**src/rtl/wb_master_seq.sv**
```systemverilog
// Single-outstanding Wishbone classic-cycle master: one command in, one bus cycle, one response out.
// A bus cycle with no ack from the slave is abandoned after TIMEOUT cycles and answered with an error.
module wb_master_seq #(
  parameter int DW      = 32,
  parameter int TIMEOUT = 16,
  parameter int CW      = 16
) (
  input  logic          clk_i,
  input  logic          rst_i,
  input  logic          cmd_valid_i,
  output logic          cmd_ready_o,
  input  logic          cmd_we_i,
  input  logic [DW-1:0] cmd_dat_i,
  output logic          rsp_valid_o,
  input  logic          rsp_ready_i,
  output logic [DW-1:0] rsp_dat_o,
  output logic          rsp_err_o,
  output logic          master_cyc_o,
  output logic          master_stb_o,
  output logic          master_we_o,
  output logic [DW-1:0] master_dat_o,
  input  logic          master_ack_i,
  input  logic [DW-1:0] master_dat_i,
  output logic [CW-1:0] xfer_cnt_o
);

  // Handshake rule for both ports: a transfer happens on a rising edge where valid and ready are both high;
  // the producer holds valid and its payload stable until that edge.

  localparam int TW = (TIMEOUT > 1) ? $clog2(TIMEOUT) : 1;
  localparam logic [TW-1:0] TO_LAST = TW'(TIMEOUT - 1);

  typedef enum logic [1:0] {IDLE, BUS, RESP} state_t;

  state_t        state_q, state_d;
  logic          we_q, we_d;
  logic [DW-1:0] wdat_q, wdat_d;
  logic [DW-1:0] rsp_dat_q, rsp_dat_d;
  logic          rsp_err_q, rsp_err_d;
  logic [CW-1:0] xfer_q, xfer_d;
  logic [TW-1:0] to_q, to_d;

  // cyc/stb and the port handshakes are pure decodes of the state register, so they never glitch.
  assign cmd_ready_o  = (state_q == IDLE);
  assign master_cyc_o = (state_q == BUS);
  assign master_stb_o = (state_q == BUS);
  assign rsp_valid_o  = (state_q == RESP);
  assign master_we_o  = we_q;
  assign master_dat_o = wdat_q;
  assign rsp_dat_o    = rsp_dat_q;
  assign rsp_err_o    = rsp_err_q;
  assign xfer_cnt_o   = xfer_q;

  always_ff @(posedge clk_i) begin
    if (rst_i) begin
      state_q   <= IDLE;
      we_q      <= 1'b0;
      wdat_q    <= '0;
      rsp_dat_q <= '0;
      rsp_err_q <= 1'b0;
      xfer_q    <= '0;
      to_q      <= '0;
    end else begin
      state_q   <= state_d;
      we_q      <= we_d;
      wdat_q    <= wdat_d;
      rsp_dat_q <= rsp_dat_d;
      rsp_err_q <= rsp_err_d;
      xfer_q    <= xfer_d;
      to_q      <= to_d;
    end
  end

  always_comb begin
    state_d   = state_q;
    we_d      = we_q;
    wdat_d    = wdat_q;
    rsp_dat_d = rsp_dat_q;
    rsp_err_d = rsp_err_q;
    xfer_d    = xfer_q;
    to_d      = to_q;
    unique case (state_q)
      IDLE: begin
        if (cmd_valid_i) begin
          we_d    = cmd_we_i;
          wdat_d  = cmd_dat_i;
          to_d    = '0;
          state_d = BUS;
        end
      end
      BUS: begin
        // An ack arriving on the timeout cycle still wins.
        if (master_ack_i) begin
          rsp_dat_d = master_dat_i;
          rsp_err_d = 1'b0;
          xfer_d    = xfer_q + CW'(1);
          state_d   = RESP;
        end else if ((TIMEOUT != 0) && (to_q == TO_LAST)) begin
          rsp_dat_d = '0;
          rsp_err_d = 1'b1;
          state_d   = RESP;
        end else begin
          to_d = to_q + TW'(1);
        end
      end
      RESP: begin
        // A late registered ack from the slave lands here and is dropped.
        if (rsp_ready_i) state_d = IDLE;
      end
      default: state_d = IDLE;
    endcase
  end

endmodule

```
**config.mk**
```make
export PLATFORM = sky130hd
export DESIGN_NAME = wb_master_seq
export DESIGN_NICKNAME = d
export VERILOG_FILES = /design/src/rtl/wb_master_seq.sv
export SDC_FILE = /design/constraint.sdc
export NUM_CORES = 1
export LEC_CHECK = 0
export ABC_AREA = 1
export ABC_CLOCK_PERIOD_IN_PS = 3300
export CORE_MARGIN = 4
export CORE_UTILIZATION = 44
export DETAILED_ROUTE_END_ITERATION = 7
export PLACE_DENSITY = 0.84
export SKIP_CTS_REPAIR_TIMING = 1
export SYNTH_ARGS = -nofsm -noshare
export SYNTH_HDL_FRONTEND = slang
export SYNTH_SLANG_ARGS = --single-unit
```
**constraint.sdc**
```tcl
create_clock -name clk_i -period 3.3 [get_ports clk_i]
set_input_delay 0.66 -clock clk_i [delete_from_list [all_inputs] [get_ports clk_i]]
set_output_delay 0.66 -clock clk_i [all_outputs]
set_load 0.03 [all_outputs]
```
==> results.json <==
{
  "fin_crit_ps": 2480,
  "rows": 31,
  "rsz0062_at_grt": "no",
  "io_pins": 156,
  "whs_path_depth": 2,
  "cp.required_ps": 2640,
  "timing.fmax_ghz": 0.403,
  "cp_slowest_stage_delay_ps": 710,
  "cts_htree_levels": 3,
  "nets": 678,
  "tightest_slew_ps": 677,
  "maxCapViolCount": 0,
  "antenna_found_initial": 0,
  "wire_per_inst_um": 14.1,
  "cts-root-buf": "clkbuf_8",
  "hold_viol_final": 0,
  "timing.final.crit_share_pct": 75.2,
  "die_width_um": 96.1,
  "die_h_um": 96.1,
  "cellPowerDensity_nw_per_um2": 488,
  "stdcell_area_um2": 5260,
  "clk_latency_ps": 340,
  "clkSinkCount": 88,
  "gp_congestion": 0.840,
  "combPwrFrac_pct": 17.9,
  "initial_core_util_pct": 46.1,
  "end_kind": "primary output",
  "coreArea_um2": 7410,
  "worstSetupStartpointType": "flip-flop",
  "timing.reg2reg.setup_slack_ps": 1530,
  "n_fill_cell": 576,
  "drv_slew": 0,
  "path_max_fanout": 5,
  "power_switching_share_pct": 25.8,
  "hold-worst-slack_ps": 469,
  "ys_ff_latch": 88,
  "first_global_vias": 3387,
  "via_per_inst": 4.97,
  "whs_endpoint": "rsp_dat_o[15]$_SDFFE_PP0P_",
  "syn-num-nets": 533,
  "numCtsBuffers": 9,
  "routed_wl_um": 10000,
  "clk_pin_slew_ps": 90,
  "relSlewSlack_pct": 54.8,
  "hpwl_um": 7260,
  "final_cell_mix": "clkdlybuf4s50_1, nand2_1, nor2_1, dfxtp_1, a21oi_1",
  "synthCells": 461,
  "setup_viol": 0,
  "path_class": "reg -> out",
  "syn_area_um2": 3410,
  "yosysSeqAreaShare_pct": 51.6,
  "status": "complete, no violations",
  "hp-class": "reg -> reg",
  "grt_usage_pct": 21.4,
  "dr.pass1.iters": 5,
  "worst_path_max_delay_cell": "clkdlybuf4s50_1",
  "final.setup.tns_ps": 0,
  "path_cells": "nand2_4 -> inv_1 -> clkdlybuf4s50_1",
  "min_from": "rsp_dat_o[15]$_SDFFE_PP0P_",
  "synth_cell_types": 26,
  "overflow": 0,
  "ff2ff_path_depth": 5,
  "die_area_um2": 9230,
  "p_switching_mw": 0.661,
  "final_antenna_net_count": 0,
  "clock_power_share_pct": 37.3,
  "grt_pass1_wl_um": 15500,
  "drc_errors": 0,
  "synth_area_per_cell_um2": 7.41,
  "crit_buf_inv": 2,
  "irDropWorstVdd_mv": 0.359,
  "worstSetupStartpoint": "state_q[0]$_SDFFE_PP0P_",
  "worst_path_dominant_cell_family": "buffers and inverters",
  "ys_warn_count": 0,
  "via_count": 3532,
  "place_area_um2": 4990,
  "clock_skew_ps": 7.28,
  "r2r-start": "state_q[0]$_SDFFE_PP0P_",
  "worst_ep_arrival_time_ps": 1820,
  "drtIter0Drc": 174,
  "power_frac_seq_pct": 44.8,
  "drive_above_1_share_pct": 4.58,
  "layout_commonest_cell": "clkdlybuf4s50_1",
  "clockBufferDepth": 2,
  "leakagePower_nw": 1.97,
  "area_delta_synth_final_pct": 53.9,
  "intPower_mw": 1.91,
  "r2r_end": "master_dat_o[3]$_SDFFE_PP0P_",
  "antenna_cells": 0,
  "grt_max_degree": 45,
  "port_buffers": 155,
  "tritoncts": "yes"
}
[power groups by stage]
stage	clock network, mW	logic (mW)	registers (mW)
4_1_cts	0.970	0.463	1.15
3_5_place_dp	0	0.461	1.17
6_report	0.957	0.460	1.15
5_1_grt	1.02	0.494	1.16
3_3_place_gp	0	0.452	1.17
2_1_floorplan	0	0.138	1.27
[Yosys cell counts, drive strengths merged]
master    n  area share, %
buf      12            2.0
clkbuf   11            1.2
dfxtp    88             52
a21oi    43            6.3
inv      22            2.4
xor2      3           0.77
nand4     9            1.6
nor2    109             13
nor3      1           0.15
o21a      1           0.22
nand2   107             12
clkinv    1           0.11
o21ai    37            5.4
nand3    14            2.2
ha        2           0.73
or2       1           0.18
[registers in the layout, indices dropped and copies added (netlist names)]
register,flops
rsp_err_o,1
xfer_cnt_o,16
master_we_o,1
state_q,2
master_dat_o,32
to_q,4
rsp_dat_o,32
[final cells by class]
type | count | area [µm²] | area share, %
flip-flops and latches | 88 | 1760 | 33.5
repair buffers | 157 | 1570 | 29.8
multi-input cells | 327 | 1460 | 27.7
clock buffers | 11 | 131 | 2.50
clock inverters | 5 | 129 | 2.45
well taps | 99 | 124 | 2.36
inverters | 23 | 86.3 | 1.64
[cell families after synthesis]
family	after synthesis	synth area share (%)
adder cells (fa/ha/maj)	2	0.733
buffers and inverters	46	5.75
flip-flops	88	51.6
XOR/XNOR	3	0.770
AND/OR/NAND/NOR	241	29.2
AO/OA/AOI/OAI	81	11.9
[worst max-delay path by stage]
stage / endpoint / slack, ps / cells past startpoint
floorplan: master_stb_o / 1640 / 3
global placement: rsp_dat_o[17]$_SDFFE_PP0P_ / 960 / 6
detailed placement: rsp_dat_o[21]$_SDFFE_PP0P_ / 870 / 6
CTS: master_cyc_o / 790 / 3
global route: master_cyc_o / 720 / 3
finish: master_cyc_o / 820 / 3
[tightest hold or removal path, stage by stage (launching register included)]
cell     delay (ps)
dfxtp_1         310
nand2_1          60
a21oi_1          50
[layer usage]
layer	share of wire, %	track usage (%)	vias to the layer above
met5	0	0	-
met4	2.1	8.53	0
met3	7.6	7.27	17
met2	51	36.3	109
met1	40	24.6	1645
li1	-	-	1761
[per-stage QoR]
step | power, mW | worst slack (ps) | utilization [%] | cells
global placement | 1.62 | 956 | 67.4 | 694
global route | 2.67 | 720 | 70.9 | 710
CTS | 2.58 | 789 | 70.9 | 710
detailed placement | 1.63 | 868 | 67.4 | 694
finish | 2.57 | 818 | 70.9 | 710
floorplan | 1.41 | 1640 | - | 461
Note: power is estimated with default switching activity, not from simulation.
